## src/rtl/pulse_period_monitor.sv

```systemverilog
// Receive-side checker for a single-cycle periodic pulse train: measures the
// start-to-start interval, flags early/late/missing/over-wide pulses, tracks lock.
module pulse_period_monitor #(
    parameter int PERIOD = 10,
    parameter int CNT_W  = 16,
    parameter int LOCK_N = 3
) (
    input  logic             clk,
    input  logic             rst_n,
    input  logic             enable,
    input  logic             pulse_in,
    output logic             locked,
    output logic             period_valid,
    output logic [CNT_W-1:0] measured_period,
    output logic             period_err,
    output logic             width_err,
    output logic [CNT_W-1:0] good_count,
    output logic [CNT_W-1:0] err_count
);
    // state   | meaning
    // SEARCH  | waiting for a first start; no period check
    // MEASURE | reference start seen; every start / timeout is checked
    typedef enum logic {SEARCH, MEASURE} state_t;

    localparam int SW = (LOCK_N < 2) ? 1 : $clog2(LOCK_N + 1);
    localparam logic [CNT_W-1:0] PER_C  = CNT_W'(PERIOD);
    localparam logic [CNT_W-1:0] MISS_C = CNT_W'(2 * PERIOD);
    localparam logic [CNT_W-1:0] ONES   = {CNT_W{1'b1}};
    localparam logic [SW-1:0]    LOCK_C = SW'(LOCK_N);

    state_t           state;
    logic [CNT_W-1:0] cnt;
    logic [SW-1:0]    streak;
    logic             prev, prev2;

    logic start, wide_ev, good_ev, early_ev, miss_ev, err_ev;
    logic [SW-1:0] streak_nxt;

    always_comb begin
        start      = pulse_in & ~prev;
        // prev2 keeps a long pulse from flagging more than once
        wide_ev    = enable & pulse_in & prev & ~prev2;
        good_ev    = enable & (state == MEASURE) & start & (cnt == PER_C);
        early_ev   = enable & (state == MEASURE) & start & (cnt != PER_C);
        miss_ev    = enable & (state == MEASURE) & ~start & (cnt == MISS_C);
        err_ev     = wide_ev | early_ev | miss_ev;
        streak_nxt = (streak == LOCK_C) ? streak : streak + 1'b1;
    end

    always_ff @(posedge clk or negedge rst_n) begin
        if (!rst_n) begin
            state           <= SEARCH;
            cnt             <= '0;
            streak          <= '0;
            prev            <= 1'b0;
            prev2           <= 1'b0;
            locked          <= 1'b0;
            period_valid    <= 1'b0;
            measured_period <= '0;
            period_err      <= 1'b0;
            width_err       <= 1'b0;
            good_count      <= '0;
            err_count       <= '0;
        end else begin
            prev         <= pulse_in;
            prev2        <= prev;
            period_valid <= 1'b0;
            period_err   <= 1'b0;
            width_err    <= 1'b0;

            if (start)
                cnt <= CNT_W'(1);
            else if (cnt != ONES)
                cnt <= cnt + 1'b1;

            if (!enable) begin
                state  <= SEARCH;
                streak <= '0;
                locked <= 1'b0;
            end else begin
                if (start)
                    state <= MEASURE;
                else if (miss_ev)
                    state <= SEARCH;

                if (start && state == MEASURE) begin
                    period_valid    <= 1'b1;
                    measured_period <= cnt;
                end

                if (err_ev) begin
                    period_err <= early_ev | miss_ev;
                    width_err  <= wide_ev;
                    streak     <= '0;
                    locked     <= 1'b0;
                    if (err_count != ONES)
                        err_count <= err_count + 1'b1;
                end else if (good_ev) begin
                    streak <= streak_nxt;
                    locked <= (streak_nxt == LOCK_C);
                    if (good_count != ONES)
                        good_count <= good_count + 1'b1;
                end
            end
        end
    end
endmodule

```

## config.mk

```make
export PLATFORM = sky130hd
export DESIGN_NAME = pulse_period_monitor
export DESIGN_NICKNAME = d
export VERILOG_FILES = /design/src/rtl/pulse_period_monitor.sv
export SDC_FILE = /design/constraint.sdc
export NUM_CORES = 1
export LEC_CHECK = 0
export BUFFER_PORTS_ARGS = -buffer_cell sky130_fd_sc_hd__buf_2
export CAP_MARGIN = 10
export CELL_PAD_IN_SITES_DETAIL_PLACEMENT = 1
export CELL_PAD_IN_SITES_GLOBAL_PLACEMENT = 1
export CORE_MARGIN = 1.5
export CORE_UTILIZATION = 43
export DETAILED_ROUTE_END_ITERATION = 16
export PLACE_DENSITY_LB_ADDON = 0.1
export SLEW_MARGIN = 20
export SYNTH_ARGS = -nofsm -noshare
export SYNTH_HDL_FRONTEND = slang
export SYNTH_SLANG_ARGS = --single-unit
```

## constraint.sdc

```tcl
create_clock -name clk -period 2.74 [get_ports clk]
set_input_delay 0.411 -clock clk [delete_from_list [all_inputs] [get_ports clk]]
set_output_delay 0.411 -clock clk [all_outputs]
set_load 0.02 [all_outputs]
```

* Word level (Yosys, flattened, before mapping)
Cells that the tools add are included.
** Word-level totals
- Register bits :: 73
- Output and inout port bits :: 52
- Word-level logic and storage cells :: 66
** Operators by class
- Add/subtract/negate cells :: 4
- Equality and inequality tests :: 10
- Mux-type cells :: 18
- Bitwise gates (word level) :: 17
- Reduce and logical (&&, ||, !) cells :: 5
** Operators with widths (count)
- $add A16 B1 Y16 const B :: 3
- $ne A16 B16 Y1 const B :: 3
- $mux W16 :: 2
- $eq A16 B4 Y1 const B :: 1
- $eq A16 B5 Y1 const B :: 1
- $ne A16 B4 Y1 const B :: 1
- $mux W1 :: 12
- $and A1 B1 Y1 :: 10
- $mux W2 :: 4
- $ne A3 B1 Y1 const B :: 2
- $eq A2 B2 Y1 const B :: 2
- $not A1 Y1 :: 4
- $reduce_and A4 Y1 :: 1
- $or A1 B1 Y1 :: 3
- $reduce_and A3 Y1 :: 1
- $add A2 B1 Y2 const B :: 1
- $reduce_and A2 Y1 :: 1
- $reduce_bool A2 Y1 :: 1
- $logic_and A1 B1 Y1 :: 1

* Logic depth before layout (Yosys ltp)
Gate-level depths: netlist of run 1.
- Depth after elaboration :: 8
- Gate-level depth with buffers :: 8
- Mapped depth without buffers :: 7

* Worst setup path before layout of run 1
No wires, ideal clock.
- Path type :: register -> register
- Start :: register cnt[13]
- End :: register err_count[7]
- Library setup time :: 138 ps
- Data arrival time :: 2309 ps
- Required time :: 2602 ps
- Slack :: 293 ps
- Cell stages (with the launch flop) :: 7
- Buffers on the path :: 1
- Period minus slack after synthesis :: 2447 ps
- Cell sequence :: dfrtp_1 -> or4_4 -> or4_4 -> o221a_4 -> buf_6 -> o41ai_1 -> o41ai_1
** On the way
- Word-level cells in the longest chain between the ends :: 5
- Elaborated cells between the ends (all ways) :: 7
** RTL lines
- start: declaration :: RTL line 32 : logic [CNT_W-1:0] cnt;
- start signal: assignment :: RTL line 74 : cnt <= cnt + 1'b1;
- $ne A16 B4 Y1 :: RTL line 44 : early_ev = enable & (state == MEASURE) & start & (cnt != PER_C);
- $and A1 B1 Y1 :: RTL line 44
- $or A1 B1 Y1 :: RTL line 46 : err_ev = wide_ev | early_ev | miss_ev;
- $or A1 B1 Y1 * :: RTL line 46
- $reduce_and A3 Y1 (no line) *
- end signal: assignment :: RTL line 97 : err_count <= err_count + 1'b1;
- end: declaration :: RTL line 18 : output logic [CNT_W-1:0] err_count
Mark *: on every way between the ends. The rest lies on a longest branch, timed or not.
A chain may end at the register's enable or synchronous reset.

* Worst setup path after layout of run 1
- Start :: register cnt[12]
- End :: register err_count[5]
Same word-level chain as after synthesis.

==> results of run 1 <==
==> area by class of cell <==
| type | instances | area share [%] |
|---|---|---|
| clock buffers | 12 | 3.93 |
| clock inverters | 4 | 2.32 |
| inverters | 13 | 1.16 |
| multi-input cells | 250 | 36.8 |
| flip-flops and latches | 73 | 43.4 |
| well taps | 102 | 3.03 |
| repair buffers | 69 | 9.34 |
==> power by group through the flow <==
stage	clock network [uW]	logic, uW	registers (uW)
after global routing	1160	444	1290
after global placement	0	395	1290
after floorplan	0	183	1340
final	1100	403	1270
after detailed placement	0	403	1290
after CTS	1130	410	1270
==> cells in the final DEF (no fill, tap or decap), types with 5 or more instances in the layout <==
cell      Yosys  layout
nor3_1       14      14
a21oi_1      11      11
xnor2_1      16      16
nor2_1       29      29
ha_1          5       5
a31oi_1       6       6
xor2_1       11      11
nand2_1      56      56
inv_1        13      13
nand3_1      14      14
and3_1        7       7
o211ai_1      5       5
nor4_1        5       5
buf_2         1      55
clkbuf_8      0      12
o41ai_1       6       5
nand4_1      13      13
dfrtp_1      73      73
buf_4         0      13
o21ai_0       8       8
==> flip-flops by register name, indices dropped and copies added, names as in the netlist, 2 cells and up <==
signal and flops:
cnt 16, err_count 16, good_count 16, measured_period 16
streak 2
==> worst paths after layout <==
| kind | from | to | slack, ps |
|---|---|---|---|
| max | cnt[12]$_DFFE_PN0P_ | err_count[5]$_DFFE_PN0P_ | 130 |
| min | rst_n | good_count[10]$_DFFE_PN0P_ | 70 |
| max reg2reg | cnt[12]$_DFFE_PN0P_ | err_count[5]$_DFFE_PN0P_ | 130 |
| min reg2reg | prev$_DFF_PN0_ | prev2$_DFF_PN0_ | 440 |
| max in group asynchronous | rst_n | measured_period[1]$_DFFE_PN0P_ | 2350 |
| min in group clk | pulse_in | prev$_DFF_PN0_ | 210 |
==> cells by family after synthesis <==
group                      count (synthesis)  synth area share, %
DFF                                       73                 52.7
muxes                                      7                 2.17
adders and majority gates                  5                 1.81
buffers and inverters                     24                 2.85
AOI/OAI and AO/OA                         44                 8.81
and+or+nand+nor                          167                 24.8
xor gates and xnor gates                  27                 6.83
==> routing by layer <==
layer | vias to the layer above | global-route usage (%) | share of wire, %
li1 | 1364 | - | -
met1 | 1465 | 28.8 | 44
met2 | 43 | 39.8 | 52
met3 | 12 | 3.69 | 2.8
met4 | 0 | 8.71 | 1.5
met5 | - | 0 | 0
==> stage by stage <==
| stage | hold slack [ps] | util, % |
|---|---|---|
| after detailed placement | 414 | 50.7 |
| after CTS | 86.8 | 54.0 |
| after global routing | 107 | 54.1 |
| after floorplan | 115 | - |
| after global placement | 402 | 50.7 |
| final | 72.7 | 54.1 |
==> what timing repair did <==
| item | CTS | global route |
|---|---|---|
| resized for setup | 0 | 1 |
| endpoints found under the setup margin | 0 | 1 |
| endpoints found under the hold margin | 0 | 0 |
==> run metrics, run 1 <==
crit path DAT=around 2800 ps; share of the synthesized area in the top cell type=around 53%; clock sinks=between 70 and 80; Cell Pwr Density=660 nW/um^2; Fill cells=between 900 and 1,000; crit-path max FO=12; Power Internal=approximately 2000 uW; vias in the first global route=around 3,100; Post-DP Area=3940 sq um; CP max-delay cell=or4_4; number of synthesized flops with an enable pin=0; sequential share of power=45.8%; Starting Density=about 45%; H-tree depth=3; Nets=425; largest net degree at the start of global routing=74; first-pass GRT wire length=~15,000 um; clk_lat worst skew=between 300 and 400 ps; hpwl dp=~6000 um; cell count after synthesis=347; CTS tree=built; Peak VDD IR=approximately 260 uV; crit path time final=about 2600 ps; final instance area=4210 sq um; clock power share=about two fifths; Critical Path Sink Type=flop; syn_area_per_cell=approximately 10 sq um; Cells after DPL=just over 500; # hold bufs at CTS=0; RSZ-0062 raised after global routing=false; Slew @ Worst Pin=around 650 ps; n_diodes=0; Port-buffer cells=between 50 and 60; Die X=92.8 um; initial detailed-routing violation count=84; synth cell count leaders=73 x dfrtp_1, 56 x nand2_1, 29 x nor2_1; fin crit share=roughly 95%; cell chain of the critical path=or4_4, or4_4, o221a_4, o41ai_2, o41ai_1; postcts setup bufs=0; critical path's largest stage delay=between 500 and 600 ps; Logic pwr share=approximately 14%; Worst Path Required=between 2000 and 3000 ps; Most used DFF post-synth=dfrtp_1; Routed WL=just under 9000 um; pre-CTS setup slack=165 ps; vias per cell=5.51; root buffer selected by CTS=clkbuf_8; Worst R2R Path Depth=5; Reg area=between 1500 and 2000 sq um; WL/cell=~17 um; number of remaining DRC errors=0; setup ws final=approximately 130 ps; maximum buffer depth of the clock tree=2; DR vias=2,884; synth top area cells=dfrtp_1 53%, nand2_1 6.1%, xnor2_1 4.0%, nor2_1 3.1%, xor2_1 2.8%; Hold Vio Cnt, Final=0; layout cells sized above 1=between 20 and 25%; worst min path class=input pin to asynchronous set/reset pin; Syn. warnings=0; critical path class=flop to flop; DRT Pass-1 Iters=4; die area=8600 sq um; multi-input logic area=approximately 1500 sq um; final max-slew violation count=0; share of synthesized registers carrying an async set or reset=100%; GPL Wtd Cong=approximately 0.79; Critical Path Start Type=flop; Synth Register Bits=73; area grow syn2layout=21.4%; CP Buf/Inv Count=0; placement row count=32; Synth area leader=dfrtp_1; sw power=783 uW; Net Sw Frac=approximately 28%; Netlist Area Pre-Place=roughly 3500 sq um; Inserted Clock Buffers=9; Distinct cells, synth=46; number of max-cap violations=0; syn nets=~360; fin cells=523; Final Setup Violations=0; fmax=~380 MHz; Core ar.=7770 sq um; Die H=92.8 um; initial antenna violation count=0; ANT nets after route=0; clock-pin slew on the worst setup and hold paths=80 ps; Worst path most repeated cell=or4_4; cell leakage power=0.00205 uW; clk_skew=between 9 and 10 ps; I/O pin cnt=56; top-count cell post-synth=dfrtp_1; Global Route Usage Sum=a little under a quarter; slew margin rel.=56.6%; CP Depth=5; status=completed; sequential share of the synthesized area=between 50% and 60%; Tot Pwr=roughly 2800 uW; Crit path max-delay family=simple AND/OR/NAND/NOR gates; total gr overflow=0; setup TNS=0 ps
Note: power is estimated with default switching activity, not from simulation.
==> run 2: changes to the inputs <==
- CORE_UTILIZATION: 43 -> 47
- clock period: 2.74 -> 3.1 ns (I/O delays scaled with it)
==> run metrics, run 2 (synthesis gave the netlist of run 1 again) <==
status=completed; clock power share=between 30% and 40%; worst hold margin=a little under 200 ps; die area=about 7900 sq um; Die H=88.9 um; Die X=88.9 um; RSZ-0062 raised after global routing=false; Hold Vio Cnt, Final=0; number of max-cap violations=0; placement row count=31; ANT nets after route=0; Critical Path Start Type=flop; Final Setup Violations=0; Most Used Layer, Global Route=met2; Peak VDD IR=approximately 210 uV; Reg area=~1800 sq um; WL/cell=about 16 um; crit-path max FO=10; Nets=~420; Reg-to-Reg Start=cnt[8]$_DFFE_PN0P_; worst min path class=input pin to asynchronous set/reset pin; DRT Pass-1 Iters=4; final max-slew violation count=0; Worst Path Required=3350 ps; commonest non-fill, non-tap cell in the layout=dfrtp_1; Routed WL=~8300 um; most frequent cells in the layout=73 x dfrtp_1, 56 x nand2_1, 55 x buf_2; DR vias=approximately 2,900; multi-input logic area=approximately 1500 sq um; initial antenna violation count=0; Inserted Clock Buffers=9; Slew @ Worst Pin=about 820 ps; maximum buffer depth of the clock tree=2; critical path class=flop to flop; area grow syn2layout=17.0%; clk_lat worst skew=between 300 and 400 ps; n_diodes=0; Power Internal=1490 uW; Global Route Usage Sum=a little under a quarter; largest net degree at the start of global routing=40; crit path time final=2680 ps; Core ar.=between 7000 and 8000 sq um; Logic pwr share=about 15%; initial detailed-routing violation count=between 80 and 90; total gr overflow=0; root buffer selected by CTS=clkbuf_8; pre-CTS setup slack=415 ps; Critical Path Sink Type=flop; clock-pin slew on the worst setup and hold paths=roughly 90 ps; clk_skew=between 15 and 20 ps; sequential share of power=between 50% and 60%; Layout Utilization=between 50% and 60%; postcts setup bufs=0; met3 Use GR=about 3.0%; Fill cells=between 800 and 900; sw power=just under 700 uW; crit path DAT=between 2000 and 3000 ps; PostCTS Resize Cnt=0; fmax=between 300 and 400 MHz; setup ws final=approximately 420 ps; vias in the first global route=around 2,800; Port-buffer cells=55; Starting Density=approximately half; first-pass GRT wire length=between 10,000 and 15,000 um; I/O pin cnt=56; number of remaining DRC errors=0; final instance area=between 4000 and 5000 sq um; slew margin rel.=around 45%; fin crit share=86.4%; layout cells sized above 1=21.1%; met1 Usage GRT=roughly 29%; setup TNS=0 ps; CTS tree=built; Crit. Startpoint=cnt[8]$_DFFE_PN0P_; clock sinks=73; hpwl dp=5860 um; Net Sw Frac=about a third; met2 Use GR=a little under 40%; GPL Wtd Cong=0.829; Post-DP Area=between 3000 and 4000 sq um; cell leakage power=between 0.0015 and 0.002 uW; Cell Pwr Density=~540 nW/um^2; vias per cell=~5.6; # hold bufs at CTS=0; H-tree depth=3
## run 2: changes by cell type in the layout (fill, tap and decap cells not counted)
| cell | delta |
|---|---|
| buf_4 | -8 |
| bufinv_16 | -3 |
| clkinvlp_4 | +2 |
| clkbuf_1 | +1 |
| clkbuf_8 | -1 |
| clkinv_2 | +1 |
| o41ai_1 | +1 |
| o41ai_2 | -1 |
## run 2: worst max-delay path, stage by stage, from the launching register on
cell     delay (ps)
dfrtp_1         430
or4_1           610
or4b_1          710
nor3_4          450
mux2_2          380
## run 2: metal layers
layer,vias to the layer above,routed length (um)
li1,1350,-
met1,1446,3750
met5,-,0
met3,13,225
met4,0,156
met2,45,4210
## run 2: power by group through the flow
stage | combinational (uW) | sequential, uW | clock [uW]
2_1_floorplan | 161 | 1180 | 0
3_3_place_gp | 328 | 1140 | 0
3_5_place_dp | 337 | 1150 | 0
4_1_cts | 341 | 1130 | 717
5_1_grt | 373 | 1150 | 754
6_report | 336 | 1130 | 707
## run 2: area by class of cell
type	instances	area share [%]
Tap cell	99	3.06
Multi-Input combinational cell	250	38.0
Timing Repair Buffer	61	8.21
Clock inverter	4	0.679
Inverter	13	1.20
Sequential cell	73	45.1
Clock buffer	12	3.83
## run 2: stage by stage
stage | total power (uW) | std cells
4_1_cts | 2190 | 512
2_1_floorplan | 1350 | 347
5_1_grt | 2280 | 512
3_5_place_dp | 1490 | 496
3_3_place_gp | 1470 | 496
6_report | 2180 | 512
## run 2: path summary, 6_finish.rpt
check / end / slack [ps] / cells past startpoint
min in group clk: prev$_DFF_PN0_ / 260 / 1
hold / removal: good_count[13]$_DFFE_PN0P_ / 190 / 1
setup / recovery: good_count[1]$_DFFE_PN0P_ / 420 / 4
hold reg to reg: prev2$_DFF_PN0_ / 440 / 0
setup reg to reg: good_count[1]$_DFFE_PN0P_ / 420 / 4
max in group asynchronous: good_count[7]$_DFFE_PN0P_ / 2210 / 2
